$ cat src/rtl/mem_port_arbiter.sv
// Memory port arbiter: shares one external memory port between instruction
// fetch (I) and data access (D). One requester is granted at a time with
// round-robin on contention. A watchdog aborts accesses that never complete.
module mem_port_arbiter #(
    parameter int unsigned ADDR_W  = 32,
    parameter int unsigned DATA_W  = 32,
    parameter int unsigned TIMEOUT = 64
) (
    input  logic              clk,
    input  logic              rst_n,
    // Instruction fetch side
    input  logic              i_req,
    input  logic [ADDR_W-1:0] i_addr,
    output logic              i_ready,
    output logic [DATA_W-1:0] i_rdata,
    // Data access side
    input  logic              d_req,
    input  logic              d_wen,
    input  logic [ADDR_W-1:0] d_addr,
    input  logic [DATA_W-1:0] d_wdata,
    output logic              d_ready,
    output logic [DATA_W-1:0] d_rdata,
    // External memory port
    output logic              mem_cen,
    output logic              mem_wen,
    output logic [ADDR_W-1:0] mem_addr,
    output logic [DATA_W-1:0] mem_wdata,
    input  logic [DATA_W-1:0] mem_rdata,
    input  logic              mem_ready,
    // Pipeline control
    output logic              stall,
    output logic              err
);

    localparam int unsigned CNT_W = $clog2(TIMEOUT) + 1;
    localparam bit          WD_EN = (TIMEOUT != 0);
    // Last busy-cycle count before abort; irrelevant when the watchdog is off
    localparam logic [CNT_W-1:0] CNT_LAST = CNT_W'((TIMEOUT == 0) ? 0 : TIMEOUT - 1);

    typedef enum logic [1:0] {
        StIdle,
        StBusyI,
        StBusyD,
        StResp
    } state_e;

    state_e            state_q, state_d;
    logic              last_d_q, last_d_d;   // 1 = D was granted most recently
    logic [CNT_W-1:0]  cnt_q, cnt_d;

    logic              i_ready_q, i_ready_d;
    logic              d_ready_q, d_ready_d;
    logic [DATA_W-1:0] i_rdata_q, i_rdata_d;
    logic [DATA_W-1:0] d_rdata_q, d_rdata_d;
    logic              mem_cen_q, mem_cen_d;
    logic              mem_wen_q, mem_wen_d;
    logic [ADDR_W-1:0] mem_addr_q, mem_addr_d;
    logic [DATA_W-1:0] mem_wdata_q, mem_wdata_d;
    logic              err_q, err_d;

    logic grant_d, grant_i, timeout_hit, busy_done;

    // Arbitration: D wins on contention unless it was the last one served
    always_comb begin
        grant_d     = (state_q == StIdle) && d_req && (!i_req || !last_d_q);
        grant_i     = (state_q == StIdle) && i_req && !grant_d;
        timeout_hit = WD_EN && (cnt_q == CNT_LAST);
        busy_done   = mem_ready || timeout_hit;
    end

    // State register
    always_ff @(posedge clk) begin
        if (!rst_n) begin
            state_q <= StIdle;
        end else begin
            state_q <= state_d;
        end
    end

    // Next-state logic
    always_comb begin
        state_d = state_q;
        unique case (state_q)
            StIdle: begin
                if (grant_d) begin
                    state_d = StBusyD;
                end else if (grant_i) begin
                    state_d = StBusyI;
                end
            end
            StBusyI, StBusyD: begin
                if (busy_done) begin
                    state_d = StResp;
                end
            end
            StResp:  state_d = StIdle;
            default: state_d = StIdle;
        endcase
    end

    // Output/datapath next values: grant loads the port, completion or abort
    // captures data and raises a one-cycle ready in RESP
    always_comb begin
        last_d_d    = last_d_q;
        cnt_d       = cnt_q;
        i_ready_d   = 1'b0;
        d_ready_d   = 1'b0;
        i_rdata_d   = i_rdata_q;
        d_rdata_d   = d_rdata_q;
        mem_cen_d   = mem_cen_q;
        mem_wen_d   = mem_wen_q;
        mem_addr_d  = mem_addr_q;
        mem_wdata_d = mem_wdata_q;
        err_d       = err_q;
        unique case (state_q)
            StIdle: begin
                if (grant_d) begin
                    mem_cen_d   = 1'b1;
                    mem_wen_d   = d_wen;
                    mem_addr_d  = d_addr;
                    mem_wdata_d = d_wdata;
                    last_d_d    = 1'b1;
                    cnt_d       = '0;
                end else if (grant_i) begin
                    mem_cen_d   = 1'b1;
                    mem_wen_d   = 1'b0;
                    mem_addr_d  = i_addr;
                    mem_wdata_d = '0;
                    last_d_d    = 1'b0;
                    cnt_d       = '0;
                end
            end
            StBusyI, StBusyD: begin
                if (busy_done) begin
                    mem_cen_d = 1'b0;
                    if (!mem_ready) begin
                        err_d = 1'b1;
                    end
                    if (state_q == StBusyI) begin
                        i_ready_d = 1'b1;
                        i_rdata_d = mem_ready ? mem_rdata : '0;
                    end else begin
                        d_ready_d = 1'b1;
                        // Writes return zero; aborted accesses return zero
                        d_rdata_d = (mem_ready && !mem_wen_q) ? mem_rdata : '0;
                    end
                end else if (cnt_q != {CNT_W{1'b1}}) begin
                    cnt_d = cnt_q + 1'b1;
                end
            end
            default: ;
        endcase
    end

    // Datapath and registered outputs
    always_ff @(posedge clk) begin
        if (!rst_n) begin
            last_d_q    <= 1'b0;
            cnt_q       <= '0;
            i_ready_q   <= 1'b0;
            d_ready_q   <= 1'b0;
            i_rdata_q   <= '0;
            d_rdata_q   <= '0;
            mem_cen_q   <= 1'b0;
            mem_wen_q   <= 1'b0;
            mem_addr_q  <= '0;
            mem_wdata_q <= '0;
            err_q       <= 1'b0;
        end else begin
            last_d_q    <= last_d_d;
            cnt_q       <= cnt_d;
            i_ready_q   <= i_ready_d;
            d_ready_q   <= d_ready_d;
            i_rdata_q   <= i_rdata_d;
            d_rdata_q   <= d_rdata_d;
            mem_cen_q   <= mem_cen_d;
            mem_wen_q   <= mem_wen_d;
            mem_addr_q  <= mem_addr_d;
            mem_wdata_q <= mem_wdata_d;
            err_q       <= err_d;
        end
    end

    // Port mapping; stall freezes the pipeline while a request is unserved
    always_comb begin
        i_ready   = i_ready_q;
        d_ready   = d_ready_q;
        i_rdata   = i_rdata_q;
        d_rdata   = d_rdata_q;
        mem_cen   = mem_cen_q;
        mem_wen   = mem_wen_q;
        mem_addr  = mem_addr_q;
        mem_wdata = mem_wdata_q;
        err       = err_q;
        stall     = (i_req && !i_ready_q) || (d_req && !d_ready_q);
    end

endmodule

$ cat config.mk
export PLATFORM = sky130hd
export DESIGN_NAME = mem_port_arbiter
export DESIGN_NICKNAME = d
export VERILOG_FILES = /design/src/rtl/mem_port_arbiter.sv
export SDC_FILE = /design/constraint.sdc
export NUM_CORES = 1
export LEC_CHECK = 0
export BUFFER_PORTS_ARGS = -buffer_cell sky130_fd_sc_hd__buf_2
export CAP_MARGIN = 40
export CORE_MARGIN = 3
export CORE_UTILIZATION = 50
export CTS_BUF_LIST = sky130_fd_sc_hd__clkbuf_4 sky130_fd_sc_hd__clkbuf_8
export DETAILED_ROUTE_END_ITERATION = 8
export GPL_TIMING_DRIVEN = 0
export HOLD_SLACK_MARGIN = 0.15
export MAX_ROUTING_LAYER = met4
export PLACE_DENSITY = 0.87
export SLEW_MARGIN = 10
export SYNTH_ARGS = -nofsm -noshare
export SYNTH_HDL_FRONTEND = slang
export SYNTH_SLANG_ARGS = --single-unit
$ cat constraint.sdc
create_clock -name clk -period 3.2 [get_ports clk]
set_input_delay 0.32 -clock clk [delete_from_list [all_inputs] [get_ports clk]]
set_output_delay 0.32 -clock clk [all_outputs]
set_load 0.05 [all_outputs]
# After elaboration in Yosys (flattened, before gate mapping)

Index checks and enable logic that the tools add are counted.
W data, S select, Z words.

Bits in registers: 143
Bits of input ports: 134
Output and inout port bits: 134
Word-level logic and storage cells: 76

Add/sub/neg operators: 1
Equality and inequality tests: 9
Mux-type cells: 24
Bitwise operators: 2
Reduce and logical (&&, ||, !) cells: 28

Operator list:

| kind                  | number |
|---|---|
| $mux W32              | 6 |
| $mux W7               | 4 |
| $reduce_and A3 Y1     | 5 |
| $pmux W7 S2           | 1 |
| $mux W1               | 8 |
| $add A7 B1 Y7 const B | 1 |
| $eq A7 B6 Y1 const B  | 1 |
| $logic_and A1 B1 Y1   | 7 |
| $ne A7 B7 Y1 const B  | 1 |
| $logic_not A1 Y1      | 6 |
| $mux W2               | 3 |
| $ne A2 B2 Y1 const B  | 3 |
| $pmux W2 S3           | 1 |
| $eq A2 B2 Y1 const B  | 2 |
| $reduce_and A2 Y1     | 2 |
| $reduce_and A4 Y1     | 1 |
| $reduce_bool A2 Y1    | 2 |
| $logic_or A1 B1 Y1    | 3 |
| $ne A3 B3 Y1 const B  | 1 |
| $eq A2 B1 Y1 const B  | 1 |
| $logic_not A2 Y1      | 1 |
| $not A1 Y1            | 2 |
| $pmux W1 S2           | 1 |
| $reduce_or A2 Y1      | 1 |

# Depth between registers and ports, before layout

Depth after elaboration: 8
Gate-level depth with buffers: 8
Gate-level depth less buffers: 6

# Worst setup path before layout

No wires, ideal clock.

Path kind: reg-to-reg
From: register state_q[0]
To: register cnt_q[1]
Library setup time: 0.128 ns
Arrival time: 1.530 ns
Data required time: 3.072 ns
Slack: 1.543 ns
Cell stages (with the launch flop): 8
Path buffers: 1
Clock period less this slack: 1.657 ns
Cells stage by stage: dfxtp_1 -> inv_1 -> ha_1 -> buf_6 -> inv_1 -> a2111oi_2 -> mux2i_1 -> nor2_1

Longest elaborated chain between the ends: 7
Elaborated cells on any way between the ends: 16
Classes of those cells: eq/ne (5); mux (2); reduce/logical (9)

RTL lines:

| what                               | line        | RTL |
|---|---|---|
| from (decl)                        | 47          | `state_e state_q, state_d;` |
| from (signal assigned)             | 74          | `state_q <= StIdle;` |
| from (signal assigned)             | 76          | `state_q <= state_d;` |
| $logic_not A2 Y1                   | 65, 66, 115 |  |
| $logic_and A1 B1 Y1 (2 in series)  | 65          | `grant_d = (state_q == StIdle) && d_req && (!i_req \|\| !last_d_q);` |
| $logic_not A1 Y1                   | 66          | `grant_i = (state_q == StIdle) && i_req && !grant_d;` |
| $logic_and A1 B1 Y1                | 66          |  |
| $ne A3 B3 Y1 (no source line)      | n/a         |  |
| $reduce_and A4 Y1 (no source line) | n/a         |  |
| to (signal assigned)               | 171         | `cnt_q <= cnt_d;` |
| to (decl)                          | 49          | `logic [CNT_W-1:0] cnt_q, cnt_d;` |

Parallel ways exist; a longest one is shown, timed or not.
A chain may end at the register's enable or synchronous reset.

# Worst setup path in the final report

From: register state_q[1]
To: register mem_addr_q[6], in the netlist mem_addr[6]

Longest elaborated chain between the ends: 7
Elaborated cells on any way between the ends: 9
Classes of those cells: mux (1); reduce/logical (8)

RTL lines:

| what                                | line        | RTL |
|---|---|---|
| $logic_not A2 Y1 (*)                | 65, 66, 115 |  |
| $logic_and A1 B1 Y1 (2 in series)   | 65          |  |
| $logic_not A1 Y1                    | 66          |  |
| $logic_and A1 B1 Y1                 | 66          |  |
| $reduce_bool A2 Y1 (no source line) | n/a         |  |
| $reduce_and A2 Y1 (no source line)  | n/a         |  |
| to (signal assigned)                | 178         | `mem_addr_q <= mem_addr_d;` |
| to (decl)                           | 57          | `logic [ADDR_W-1:0] mem_addr_q, mem_addr_d;` |

Every way passes the cells marked *; elsewhere a longest branch is shown, timed or not.

==> results.ini <==
[floorplanning]
coreArea_mm2 = 0.009955
rows = 36
dieWidth_um = 107.9
boundaryPins = 268
die_h_um = 107.9
die_area_mm2 = 0.01165
start_util = 0.5217

[placed_design]
dpl.hpwl_mm = 12.45
numPortBuffers = 267
place.gp.congestion = 0.8810

[finish]
drive_above_1_share = 0.3881
nFillCells = 589
area_growth_syn_to_layout_pct = 49.19
final_util = 0.7784
nets = 984

[route]
drtPass1Iterations = 7
ant_nets = 0
wirelength_mm = 20.26
routedWlPerCell_um = 20.42
num_vias = 5837
viasPerCell = 5.884
drc = 0
drtIter0Drc = 659

[synth]
synth.top_cell.area_share = 0.5512
synthArstFlopShare = 0
yosys_register_bits = 143
synthTopCellsByArea = dfxtp_1, a22o_1, o221ai_1, a22oi_1, a21oi_1
syn_nets = 633
synth_area_mm2 = 0.005194
ys_types = 45
syn_inst = 496
synth_warnings = 0
synthFlopType = dfxtp_1
ys_seq_area_frac = 0.5512
yosysTopAreaCell = dfxtp_1
syn_area_per_cell_um2 = 10.47
synth-edff-count = 0

[grt]
track_usage = 0.3497
grt_first_pass_wirelength_mm = 30.60
gr-total-overflow = 0
grt_pass1_vias = 5723
grt_start_max_net_pins = 17
antenna_found_initial = 1

[power_and_ir_drop]
p_comb_frac = 0.418
seqPwrFrac = 0.351
power_leakage_nw = 3.680
p_switching_mw = 2.756
intPower_mw = 3.629
clkPwrFrac = 0.231
cellPowerDensity_mw_per_mm2 = 824.0
max-vdd-ir-drop_mv = 0.5174
p_sw_frac = 0.4316

[timing]
whs_ns = 0.2029
fin_crit_sh = 0.6576
max_freq_ghz = 0.4752
tns_ns = 0
relSlewSlack = 0.6574
rsz0062_at_grt = false
setup_viol = 0
min_period_ns = 2.104
slew_violations = 0
hold_viol = 0
skew_ns = 0.01297
tightest_slew_ns = 0.5139

[clock_network]
clk-insertion-delay-late_ns = 0.46
cts_buffers = 17
root_buffer = clkbuf_8
cts_max_level = 4
clock_path_buffers = 2
path_clk_slew_ns = 0.08
post_cts_buffers = 0
cts_tree = done
cts_sinks = 143

[hold_path]
hp-start = i_addr[16]
holdCritPathClass = in2reg
hold_depth = 3
hold_end = mem_addr[16]$_SDFFE_PN0P_

[critical_path]
r2r_end = mem_addr[6]$_SDFFE_PN0P_
critPathKind = reg2reg
required_ns = 3.56
crit_start = state_q[1]$_SDFFE_PN0P_
end_kind = register
ff2ff_path_depth = 6
reg2reg_slack_ns = 1.10
path_max_fanout = 10
startpoint_type = register
worstPathArrival_ns = 2.47
r2r-start = state_q[1]$_SDFFE_PN0P_

[status]
status = complete, no violations

[job]
drv_cap = 0

## stage by stage
step / setup WS [ns] / cells / total power [mW] / area, um2
global placement: 1.344 / 896 / 4.693 / 6696
floorplan: 1.543 / 496 / 4.115 / 5194
CTS: 1.223 / 991 / 6.270 / 7746
detailed placement: 1.260 / 896 / 4.765 / 6696
global route: 0.9640 / 992 / 6.620 / 7749
finish: 1.096 / 992 / 6.385 / 7749
## critical path: stages, from the launching register on
cell,delay (ns)
dfxtp_1,0.31
inv_1,0.07
ha_1,0.33
o21a_1,0.40
clkbuf_1,0.41
o221ai_1,0.25
a21oi_1,0.24
## registers in the layout, summed over array words and instances, names as in the netlist
| register | cells |
|---|---|
| last_d_q | 1 |
| i_rdata | 32 |
| d_rdata | 32 |
| mem_cen | 1 |
| mem_wdata | 32 |
| mem_addr | 32 |
| d_ready | 1 |
| i_ready | 1 |
| cnt_q | 7 |
| mem_wen | 1 |
| err | 1 |
| state_q | 2 |
## cell families after synthesis
group / Yosys count / synth area share
AOI/OAI and AO/OA: 189 / 0.2855
adders and majority gates: 3 / 0.007228
buffers and inverters: 51 / 0.05613
DFF: 143 / 0.5512
muxes: 2 / 0.003855
and+or+nand+nor: 108 / 0.09612
## layout by cell type (no fill, tap or decap), drive strengths merged, types with 2 or more instances in the layout
master       count
nand3            5
a21oi           39
mux2i            2
nand2b           2
o21ai            7
nand2           40
a22o            64
clkbuf          45
a22oi           33
dfxtp          143
and3             2
clkinvlp         2
a31oi            2
nor3b            3
o221ai          32
buf            290
o21a             2
dlygate4sd3     65
ha               3
inv              8
nor2            42
nor2b            4
bufinv           2
nand4            4
## synth_stat cells, types with 6 or more instances
| cell type | instances |
|---|---|
| nand2_1 | 40 |
| nor2_1 | 41 |
| buf_6 | 9 |
| clkbuf_1 | 20 |
| o221ai_1 | 32 |
| a22o_1 | 64 |
| a21oi_1 | 38 |
| buf_2 | 8 |
| buf_4 | 6 |
| inv_1 | 7 |
| dfxtp_1 | 143 |
| a22oi_1 | 33 |
| o21ai_0 | 6 |
## power groups by stage
stage	clock network [mW]	logic (mW)	registers, mW
detailed placement	0	2.51	2.25
global route	1.55	2.81	2.26
CTS	1.46	2.59	2.22
finish	1.47	2.67	2.24
global placement	0	2.46	2.24
floorplan	0	0.955	3.16
## timing repair
| action | in CTS | in global routing |
|---|---|---|
| resized for setup | 0 | 0 |
| hold endpoints to repair | 97 | 0 |
| hold buffers | 65 | 0 |
## metal layers
layer  global-route usage  wire length (um)  vias up
met5                    -                 0        -
met4               0.1785               969        0
met3               0.1044              1995       97
met2               0.5884             10060      450
met1               0.3727              7232     2728
li1                     -                 -     2562
## worst max-delay path by stage
stage	to	slack, ns	depth (start not counted)
after global placement	mem_addr[19]$_SDFFE_PN0P_	1.34	6
after global routing	mem_addr[2]$_SDFFE_PN0P_	0.96	6
final	mem_addr[6]$_SDFFE_PN0P_	1.10	6
after CTS	mem_addr[7]$_SDFFE_PN0P_	1.22	6
after detailed placement	mem_addr[17]$_SDFFE_PN0P_	1.26	6
after floorplan	cnt_q[1]$_SDFFE_PN0P_	1.54	7
## area by class of cell
type,instances,area [um2],share of cell area
Sequential cell,143,2863,0.3695
Clock buffer,25,319.1,0.04118
Antenna cell,1,2.502,0.0003229
Buffer,43,261.5,0.03375
Timing Repair Buffer,332,1987,0.2564
Clock inverter,5,80.08,0.01033
Inverter,8,30.03,0.003875
Multi-Input combinational cell,302,2039,0.2632
Tap cell,133,166.4,0.02148
(Power assumes the default switching activity.)
